### src/rtl/sync_counter_pkg.sv
// Shared types and constants for the 3-bit counter tracker.
package sync_counter_pkg;

    typedef enum logic [1:0] {
        ST_ACQUIRE,
        ST_VERIFY,
        ST_LOCKED
    } state_e;

    typedef enum logic [1:0] {
        DC_HOLD,
        DC_UP,
        DC_DOWN,
        DC_ILLEGAL
    } delta_cls_e;

    localparam logic [2:0] DELTA_UP = 3'd1;
    localparam logic [2:0] DELTA_DN = 3'd7;

endpackage

### src/rtl/sync_delta_classify.sv
// Classifies the modulo-8 difference between two successive counter samples.
module sync_delta_classify
    import sync_counter_pkg::*;
(
    input  logic [2:0]  prev,
    input  logic [2:0]  count_in,
    output delta_cls_e  cls
);

    logic [2:0] delta;

    // 3-bit subtraction gives the wrap-around distance for free (7->0 is +1).
    assign delta = count_in - prev;

    always_comb begin
        cls = DC_ILLEGAL;
        if (delta == 3'd0) begin
            cls = DC_HOLD;
        end else if (delta == DELTA_UP) begin
            cls = DC_UP;
        end else if (delta == DELTA_DN) begin
            cls = DC_DOWN;
        end
    end

endmodule

### src/rtl/sync_counter_tracker.sv
// Tracks a 3-bit up/down counter: direction, steps, illegal jumps, wide position.
// Define SYNC_TRACKER_POS_SAT_EN to saturate pos instead of wrapping.
//
// state      | meaning
// -----------+-----------------------------------------------------------
// ST_ACQUIRE | no reference yet; next sample becomes prev
// ST_VERIFY  | one reference held; a legal delta confirms lock
// ST_LOCKED  | tracking; steps move pos, illegal samples count toward relock
module sync_counter_tracker
    import sync_counter_pkg::*;
#(
    parameter int POS_W     = 16,
    parameter int ERR_LIMIT = 3
) (
    input  logic             clk,
    input  logic             rst_n,
    input  logic             sample_en,
    input  logic [2:0]       count_in,
    input  logic             clr,
    output logic [POS_W-1:0] pos,
    output logic             dir,
    output logic             step,
    output logic             err,
    output logic             locked,
    output logic [7:0]       err_cnt
);

    localparam logic [POS_W-1:0] POS_ONE = POS_W'(1);
    localparam logic [3:0]       BAD_LIM = 4'(ERR_LIMIT);

    state_e           state_q, state_d;
    logic [2:0]       prev_q, prev_d;
    logic [3:0]       bad_run_q, bad_run_d;
    logic [POS_W-1:0] pos_q, pos_d;
    logic             dir_q, dir_d;
    logic             step_q, step_d;
    logic             err_q, err_d;
    logic             locked_q, locked_d;
    logic [7:0]       err_cnt_q, err_cnt_d;

    delta_cls_e       cls;
    logic [POS_W-1:0] pos_up, pos_dn;

    sync_delta_classify u_classify (
        .prev     (prev_q),
        .count_in (count_in),
        .cls      (cls)
    );

`ifdef SYNC_TRACKER_POS_SAT_EN
    localparam logic [POS_W-1:0] POS_MAX = {1'b0, {(POS_W-1){1'b1}}};
    localparam logic [POS_W-1:0] POS_MIN = {1'b1, {(POS_W-1){1'b0}}};

    assign pos_up = (pos_q == POS_MAX) ? pos_q : pos_q + POS_ONE;
    assign pos_dn = (pos_q == POS_MIN) ? pos_q : pos_q - POS_ONE;
`else
    assign pos_up = pos_q + POS_ONE;
    assign pos_dn = pos_q - POS_ONE;
`endif

    always_comb begin
        state_d   = state_q;
        prev_d    = prev_q;
        bad_run_d = bad_run_q;
        pos_d     = pos_q;
        dir_d     = dir_q;
        step_d    = 1'b0;
        err_d     = 1'b0;
        err_cnt_d = err_cnt_q;

        if (sample_en) begin
            prev_d = count_in;
            case (state_q)
                ST_ACQUIRE: state_d = ST_VERIFY;
                ST_VERIFY: begin
                    if (cls != DC_ILLEGAL) state_d = ST_LOCKED;
                end
                ST_LOCKED: begin
                    case (cls)
                        DC_UP: begin
                            pos_d     = pos_up;
                            dir_d     = 1'b1;
                            step_d    = 1'b1;
                            bad_run_d = 4'd0;
                        end
                        DC_DOWN: begin
                            pos_d     = pos_dn;
                            dir_d     = 1'b0;
                            step_d    = 1'b1;
                            bad_run_d = 4'd0;
                        end
                        DC_HOLD: bad_run_d = 4'd0;
                        default: begin
                            err_d = 1'b1;
                            if (err_cnt_q != 8'hFF) err_cnt_d = err_cnt_q + 8'd1;
                            if (bad_run_q + 4'd1 == BAD_LIM) begin
                                state_d   = ST_ACQUIRE;
                                bad_run_d = 4'd0;
                            end else begin
                                bad_run_d = bad_run_q + 4'd1;
                            end
                        end
                    endcase
                end
                default: state_d = ST_ACQUIRE;
            endcase
        end

        // Clear only touches the accumulators; step still reports the sample.
        if (clr) begin
            pos_d     = '0;
            err_cnt_d = 8'd0;
        end

        locked_d = (state_d == ST_LOCKED);
    end

    always_ff @(posedge clk) begin
        if (!rst_n) begin
            state_q   <= ST_ACQUIRE;
            prev_q    <= 3'd0;
            bad_run_q <= 4'd0;
            pos_q     <= '0;
            dir_q     <= 1'b0;
            step_q    <= 1'b0;
            err_q     <= 1'b0;
            locked_q  <= 1'b0;
            err_cnt_q <= 8'd0;
        end else begin
            state_q   <= state_d;
            prev_q    <= prev_d;
            bad_run_q <= bad_run_d;
            pos_q     <= pos_d;
            dir_q     <= dir_d;
            step_q    <= step_d;
            err_q     <= err_d;
            locked_q  <= locked_d;
            err_cnt_q <= err_cnt_d;
        end
    end

    assign pos     = pos_q;
    assign dir     = dir_q;
    assign step    = step_q;
    assign err     = err_q;
    assign locked  = locked_q;
    assign err_cnt = err_cnt_q;

endmodule
### config.mk
export PLATFORM = sky130hd
export DESIGN_NAME = sync_counter_tracker
export DESIGN_NICKNAME = d
export VERILOG_FILES = /design/src/rtl/sync_counter_pkg.sv /design/src/rtl/sync_delta_classify.sv /design/src/rtl/sync_counter_tracker.sv
export SDC_FILE = /design/constraint.sdc
export NUM_CORES = 1
export LEC_CHECK = 0
export BUFFER_PORTS_ARGS = -buffer_cell sky130_fd_sc_hd__buf_2
export CAP_MARGIN = 20
export CORE_UTILIZATION = 30
export DETAILED_ROUTE_END_ITERATION = 8
export GPL_ROUTABILITY_DRIVEN = 0
export PLACE_DENSITY = 0.45
export SKIP_LAST_GASP = 1
export SLEW_MARGIN = 0
export SYNTH_ARGS = -nofsm -noshare
export SYNTH_HDL_FRONTEND = slang
export SYNTH_SLANG_ARGS = --single-unit
### constraint.sdc
create_clock -name clk -period 5 [get_ports clk]
set_clock_uncertainty 0.1 [all_clocks]
set_input_delay 1 -clock clk [delete_from_list [all_inputs] [get_ports clk]]
set_output_delay 1 -clock clk [all_outputs]
set_load 0.05 [all_outputs]
Word level (Yosys, flattened, before mapping)
Cells that the tools add are included.
{ "totals": {"output_inout_bits": 28, "inputBits": 7, "ff_bits": 37, "elab_cells": 51} }
{ "op_classes": {"eq_ne": 10, "bitwise_logic": 2, "n_reduce_logical": 11, "mux": 14, "n_addsub": 5} }
{ "ops": {"columns": ["operator", "count"], "rows": [
  ["$pmux 16 s2", 1],
  ["$add 16x1->16 const B", 1],
  ["$sub 16x1->16 const B", 1],
  ["$mux 2", 6],
  ["$add 8x1->8 const B", 1],
  ["$mux 4", 2],
  ["$ne 8x8->1 const B", 1],
  ["$eq 2x2->1 const B", 3],
  ["$pmux 2 s3", 1],
  ["$reduce_and 3->1", 2],
  ["$add 4x1->4 const B", 1],
  ["$eq 2x1->1 const B", 2],
  ["$eq 4x2->1 const B", 1],
  ["$logic_not 2->1", 2],
  ["$reduce_and 4->1", 1],
  ["$reduce_or 2->1", 2],
  ["$eq 3x1->1 const B", 1],
  ["$eq 3x3->1 const B", 1],
  ["$logic_not 3->1", 1],
  ["$mux 1", 3],
  ["$reduce_or 3->1", 1],
  ["$sub 3x3->3", 1],
  ["$ne 2x2->1 const B", 1],
  ["$not 1->1", 2],
  ["3 further kinds", 3]
]} }

Logic depth before layout (Yosys ltp)
Gate-level depths: netlist of run 1.
{ "depth": {"ltp_word": 11, "mapped_depth": 16, "depth_no_buf": 16} }

Cells and area by module
From an unflattened synthesis of run 1, not the netlist that was laid out.
{ "unflattened": {"cells_unflattened": 286, "hier_area_um2": 2404.8} }
{ "modules_own_cells": {"columns": ["module", "cells_per_inst", "seq_area_each_um2", "area_per_inst_um2", "n_inst"], "rows": [
  ["sync_counter_tracker", 277, 740.7, 2318.5, 1],
  ["sync_delta_classify", 9, 0.0, 86.3, 1]
]} }

Least setup slack after synthesis of run 1
OpenSTA, ideal clock, no wires.
{ "synth_path": {"kind": "input -> register", "startpoint": "input port count_in[0]", "endpoint": "register pos_q[15], in the netlist pos[15]", "arrival_ns": 4.449, "path_buffers": 0, "setup_slack_ns": 0.379, "required_ns": 4.828, "setup_ns": 0.072, "path_stages": 16, "cell_sequence": "inv_1 > ha_1 > fa_1 > xor2_1 > xnor2_1 > mux2_2 > inv_1 > ha_1 > ha_1 > a211oi_2 > o21ai_1 > nor4_1 > o41ai_2 > a31oi_1 > mux2i_1 > mux2i_1"} }
{ "synth_between": {"elab_chain_len": 8, "elab_cells_between_ends": 12, "classes_between": "add/sub: 1; eq/ne: 4; mux: 4; reduce/logical: 3"} }
{ "synth_lines": {"columns": ["item", "line_no", "source"], "rows": [
  ["start, declared", "sync_counter_tracker.sv:18", "input logic [2:0] count_in,"],
  ["$sub 3x3->3 (*)", "sync_delta_classify.sv:13", "assign delta = count_in - prev;"],
  ["$eq 3x3->1", "sync_delta_classify.sv:21", "end else if (delta == DELTA_DN) begin"],
  ["$mux 1", "sync_delta_classify.sv:21", null],
  ["$mux 2", "sync_delta_classify.sv:19", "end else if (delta == DELTA_UP) begin"],
  ["$mux 2 (*)", "sync_delta_classify.sv:17", "if (delta == 3'd0) begin"],
  ["$eq 2x2->1 or $eq 2x1->1 (tied branches)", "sync_counter_tracker.sv:79", "case (cls)"],
  ["$reduce_bool 2->1 (no source line)", null, null],
  ["$reduce_and 3->1 (no source line)", null, null],
  ["end signal, assigned", "sync_counter_tracker.sv:133", "pos_q <= pos_d;"],
  ["end, declared", "sync_counter_tracker.sv:34", "logic [POS_W-1:0] pos_q, pos_d;"]
]} }
Every way passes the cells marked *; elsewhere a longest branch is shown, timed or not.
A chain may end at the register's enable or synchronous reset.

Worst setup path in the final report of run 1
Same ends and word-level chain as after synthesis.

==> flow_summary.ini, run 1 <==
[finish]
seqCellArea_um2 = 741
drive_above_1_share = 0.190
n_antenna_cell = 0
syn2layout_area_growth_pct = 18.5
final_common_cell = nand2_1
fin_util = 0.370
nNetsFinal = 338
fillers = 813
multi_input_area_um2 = 1440
final_cell_mix = 41 x nand2_1, 37 x dfxtp_1, 34 x buf_2
fin_area_um2 = 2700

[run]
maxCapViolCount = 0

[timing]
slew_viol_final = 0
rsz0062_at_grt = no
setup_viol = 0
holdWs_ns = 0.368
worst_pin_slew_ns = 0.970
slew_headroom = 0.354
hold_viol = 0
max_clock_freq_ghz = 0.217
final.setup.tns_ns = 0
period_share = 0.923
min_period_ns = 4.61

[cts]
clock_sinks = 37
clockBufferDepth = 2
htree_num_levels = 2
cts_buffers = 5
cts_tree = yes
cts_resized = 0
path_clk_slew_ns = 0.08
cts_setup_buffers = 0
clk_latency_ns = 0.30
cts_hold_buffers = 0
cts_root_buf = clkbuf_8

[yosys]
ys_ff_latch = 37
syn-cell-area_um2 = 2270
yosys_warnings = 0
synth_area_per_cell_um2 = 8.46
yosysUniqueCellTypes = 48
syn_nets = 298
seq_area_frac_synth = 0.326
syn_inst = 269

[global_routing]
antenna_found_initial = 0
busiest_layer = met2
track_usage = 0.139
grtUsageMet3 = 0.0360
grt_max_degree = 24
grt_overflow = 0
grtUsageMet1 = 0.187
grt_pass1_wl_um = 8490
grt_pass1_vias = 1775
use_met2 = 0.214

[worst_setup_path]
slowest_delay_ns = 0.41
r2r_cells = 15
crit_family = adder cells
arrival_ns = 4.74
setup.worst_path.class = in -> reg
worstSetupEndpointType = register
required_ns = 5.13
cp_cell_sequence = buf_2 > inv_1 > ha_1 > fa_1 > xor2_1 > xnor2_1 > mux2_2 > inv_1 > ha_1 > ha_1 > a211oi_2 > o21ai_1 > nor4_1 > o41ai_2 > a31oi_1 > mux2i_1 > mux2i_1
critPathSlowestCell = ha_1
critPathMaxFanout = 10
crit_buf_inv = 3
crit_path_frequent_cell = ha_1
path_depth = 17
startpoint_type = input port

[floorplan]
start_util = 0.312
die_x_um = 89.1
core_area_um2 = 7290
ios = 35
rows = 31
chipHeight_um = 89.1
die_area_um2 = 7930

[min_path]
hp-class = reg -> reg
whs_path_depth = 2

[power]
cellPowerDensity_nw_per_um2 = 275
leakagePower_nw = 1.21
vdd_ir_drop_max_mv = 0.127

[drt]
ant_nets = 0
vias = 1950
dr.pass1.iters = 6
drc_errors = 0
wl_um = 5000
routedWlPerCell_um = 12.2
drtIter0Drc = 27
vias_per_cell = 4.77

[placed_design]
hpwl_um = 3690
port_buffers = 34
place_area_um2 = 2560

[outcome]
status = complete, no violations
metrics by stage:
stage	instances	setup WS (ns)	power (mW)
floorplan	269	0.379	0.402
global route	409	0.0731	0.779
CTS	409	0.351	0.754
finish	409	0.385	0.742
global placement	401	0.193	0.426
detailed placement	401	0.0426	0.425
logic make-up (layout without fill, tap and decap cells):
| group | after synthesis | after routing | share of synthesized area |
|---|---|---|---|
| flip-flops | 37 | 37 | 0.326 |
| adder cells (fa/ha/maj) | 22 | 22 | 0.128 |
| AO/OA/AOI/OAI | 65 | 65 | 0.174 |
| multiplexers | 7 | 7 | 0.0314 |
| AND/OR/NAND/NOR | 103 | 103 | 0.226 |
| buffers and inverters | 16 | 57 | 0.0418 |
| XOR/XNOR | 19 | 19 | 0.0732 |
path summary, 6_finish.rpt:
path	from	end	slack (ns)
max	count_in[0]	pos[15]	0.39
min	dir	dir	0.37
max reg2reg	prev_q[0]	pos[15]	0.89
min reg2reg	dir	dir	0.37
cell type report:
type                            count  share of cell area
Multi-Input combinational cell    216               0.534
Sequential cell                    37               0.275
Timing Repair Buffer               40              0.0799
Tap cell                           99              0.0460
Clock buffer                        5              0.0255
Clock inverter                      3              0.0255
Inverter                            9              0.0144
synthesized netlist by cell type (all sizes together):
| cell | count | area [µm²] |
|---|---|---|
| a211oi | 6 | 50.1 |
| a21o | 6 | 45.0 |
| a21oi | 32 | 160 |
| a31oi | 3 | 18.8 |
| and2 | 4 | 26.3 |
| and3 | 3 | 18.8 |
| buf | 3 | 21.3 |
| clkbuf | 4 | 35.0 |
| dfxtp | 37 | 741 |
| fa | 2 | 40.0 |
| ha | 20 | 250 |
| inv | 9 | 38.8 |
| mux2 | 1 | 11.3 |
| mux2i | 6 | 60.1 |
| nand2 | 42 | 160 |
| nand2b | 3 | 18.8 |
| nand3 | 6 | 30.0 |
| nand3b | 2 | 15.0 |
| nand4 | 5 | 46.3 |
| nor2 | 25 | 101 |
| nor2b | 2 | 12.5 |
| nor3 | 2 | 10.0 |
| nor3b | 2 | 26.3 |
| nor4 | 1 | 6.26 |
| nor4b | 1 | 8.76 |
| o211ai | 2 | 15.0 |
| o21a | 3 | 22.5 |
| o21ai | 8 | 40.0 |
| o21bai | 1 | 7.51 |
| o22ai | 1 | 6.26 |
| o31ai | 2 | 15.0 |
| o41ai | 1 | 16.3 |
| or2 | 1 | 6.26 |
| or3 | 3 | 20.0 |
| or4 | 1 | 7.51 |
| xnor2 | 11 | 96.3 |
| xor2 | 8 | 70.1 |
state kept, by name (all words and copies together) (netlist names):
register / flops
err: 1
prev_q: 3
step: 1
bad_run_q: 4
dir: 1
err_cnt: 8
pos: 16
state_q: 2
locked: 1
worst min-delay path: stages, from the launching register on:
cell,delay [ns]
dfxtp_1,0.32
nand2_1,0.05
a21oi_1,0.05
report_power, final:
| group | leakage [nW] | switching [mW] | internal, mW |
|---|---|---|---|
| Clock | 0.0687 | 0.123 | 0.201 |
| Combinational | 0.839 | 0.0703 | 0.0458 |
| Sequential | 0.299 | 0.00346 | 0.298 |
| Total | 1.21 | 0.197 | 0.545 |
routing by layer:
layer / share of wire / vias up / wire (µm)
met5: 0 / - / 0
met4: 0.012 / 0 / 58
met3: 0.039 / 4 / 195
met2: 0.42 / 29 / 2120
met1: 0.52 / 890 / 2620
li1: - / 1027 / -
(Power assumes the default switching activity.)
==> inputs of run 2 (changes only) <==
- ABC_AREA: default -> 1
- CTS_BUF_LIST: default -> sky130_fd_sc_hd__clkbuf_16
- PLACE_DENSITY: 0.45 -> 0.46
- clock period: 5 -> 3.9 ns (I/O delays scaled with it)
==> run 2 against run 1 <==
Sequential share of layout area down 1.7 points. Total power up 34%. Sequential cell count unchanged. Critical path depth up 3. Critical endpoint is now pos[9]. Highest routed layer unchanged.
==> flow_summary.ini, run 2 <==
[floorplan]
core_area_um2 = 7770
die_x_um = 92.1
rows = 32
die_area_um2 = 8480
start_util = 0.313
chipHeight_um = 92.1
ios = 35

[cts]
clockBufferDepth = 2
cts_setup_buffers = 0
clk_latency_ns = 0.28
cts_tree = yes
cts_hold_buffers = 0
clock_sinks = 37
htree_num_levels = 2
path_clk_slew_ns = 0.06
cts_resized = 0
cts_buffers = 5
cts_root_buf = clkbuf_16

[yosys]
yosysMostFrequentCell = nand2_1
ys_ff_latch = 37
syn_nets = 383
seq_area_frac_synth = 0.304
yosysUniqueCellTypes = 34
synth_common_cells = 71 x nand2_1, 50 x nor2_1, 46 x inv_1
synthFlopType = dfxtp_1
yosys_warnings = 0
synth_edf_count = 0
synth-async-reset-ratio = 0
synth_area_per_cell_um2 = 6.87
netlist_top_cells_area = dfxtp_1 30%, nand2_1 11%, ha_1 10%, nor2_1 7.7%, inv_1 7.1%
syn-cell-area_um2 = 2430
yosysTopAreaCell = dfxtp_1
synth_top_area_share = 0.304
syn_inst = 354

[drt]
dr.pass1.iters = 4
drtIter0Drc = 60
vias = 2256
wl_um = 5660
drc_errors = 0
ant_nets = 0
vias_per_cell = 4.56
routedWlPerCell_um = 11.4

[placed_design]
port_buffers = 34
hpwl_um = 4280
dpl_worst_slack_ns = 0.0435
dpl.cell_count = 488

[worst_setup_path]
setup.worst_path.class = in -> reg
arrival_ns = 3.66
startpoint_type = input port
crit_path_frequent_cell = nand2_1
endpoint = pos[9]
worstSetupEndpointType = register
path_depth = 20
r2r_cells = 18
crit_family = adder cells
critPathMaxFanout = 17
slowest_delay_ns = 0.38
required_ns = 3.98
critPathSlowestCell = fa_1
startpoint = count_in[0]
crit_buf_inv = 6
cp_cell_sequence = buf_2 > inv_1 > ha_1 > fa_1 > xor2_1 > or3_1 > nand2_1 > ha_1 > buf_12 > ha_1 > nand2_1 > inv_1 > a21oi_1 > nand2_1 > a21oi_1 > inv_1 > nand2_1 > nand3_1 > nand2_1 > inv_1
r2r_slack_ns = 0.66
timing.rr.start = prev_q[0]
r2r_end = pos[9]

[finish]
drive_above_1_share = 0.140
nNetsFinal = 422
syn2layout_area_growth_pct = 17.8
largest_reg_flops = 16
finalNonFillerCells = 495
final_common_cell = nand2_1
fin_util = 0.369
n_antenna_cell = 0
final_cell_mix = 71 x nand2_1, 50 x nor2_1, 46 x inv_1

[power]
leakagePower_nw = 1.47
cellPowerDensity_nw_per_um2 = 348
vdd_ir_drop_max_mv = 0.194

[timing]
hold_viol = 0
slew_viol_final = 0
min_period_ns = 3.58
setup_viol = 0
final.setup.tns_ns = 0
worst_pin_slew_ns = 0.620
max_clock_freq_ghz = 0.280
rsz0062_at_grt = no
holdWs_ns = 0.394
period_share = 0.917
fin_ws_ns = 0.323
slew_headroom = 0.586

[global_routing]
grt_pass1_wl_um = 9760
grt_overflow = 0
grt_max_degree = 29
antenna_found_initial = 0
track_usage = 0.143
grt_pass1_vias = 2123

[run]
maxCapViolCount = 0

[outcome]
status = complete, no violations

[min_path]
hp-class = reg -> reg
## run 2: changes by cell type after synthesis, moves of 5 or more
cell | before | now
nand3_1 | 6 | 27
nand2_1 | 41 | 71
nor2_1 | 24 | 50
xnor2_1 | 11 | 6
inv_1 | 8 | 46
o21ai_0 | 6 | 19
mux2i_1 | 6 | 0
## run 2: cells by family after synthesis
family | Yosys count | share of synthesized area
AND/OR/NAND/NOR | 163 | 0.292
XOR/XNOR | 13 | 0.0468
adder cells (fa/ha/maj) | 22 | 0.119
AO/OA/AOI/OAI | 63 | 0.145
buffers and inverters | 56 | 0.0925
flip-flops | 37 | 0.304
## run 2: how the worst min path moves through the flow
stage                       startpoint      endpoint  slack [ns]  cells after the start
final                       err_cnt[6]    err_cnt[6]        0.39                      1
after global placement      err_cnt[6]    err_cnt[6]        0.38                      1
after global routing        err_cnt[6]    err_cnt[6]        0.43                      1
after CTS                   err_cnt[6]    err_cnt[6]        0.40                      1
after detailed placement    err_cnt[6]    err_cnt[6]        0.38                      1
after floorplan           bad_run_q[1]  bad_run_q[1]        0.38                      2
## run 2: final cells by class
type | instances | area [µm²]
fill | 854 | 4900
multi-input combinational | 261 | 1470
sequential | 37 | 741
timing repair buffer | 36 | 198
inverter | 52 | 198
tap | 102 | 128
clock buffer | 5 | 125
clock inverter | 2 | 11.3
## run 2: through the flow
step           cell area, µm²  total power [mW]
2_1_floorplan            2430             0.568
3_3_place_gp             2730             0.619
3_5_place_dp             2730             0.620
4_1_cts                  2870              1.02
5_1_grt                  2870              1.07
6_report                 2870             0.997
## run 2: where the power goes
group / internal, mW / switching [mW]
Clock: 0.231 / 0.155
Combinational: 0.0746 / 0.142
Sequential: 0.387 / 0.00679
## run 2: per-layer routing
layer  GRT usage  wire length, µm  vias up
li1            -                -     1220
met1       0.183             2820     1004
met2       0.244             2650       30
met3      0.0249              165        2
met4      0.0391               28        0
met5           0                0        -
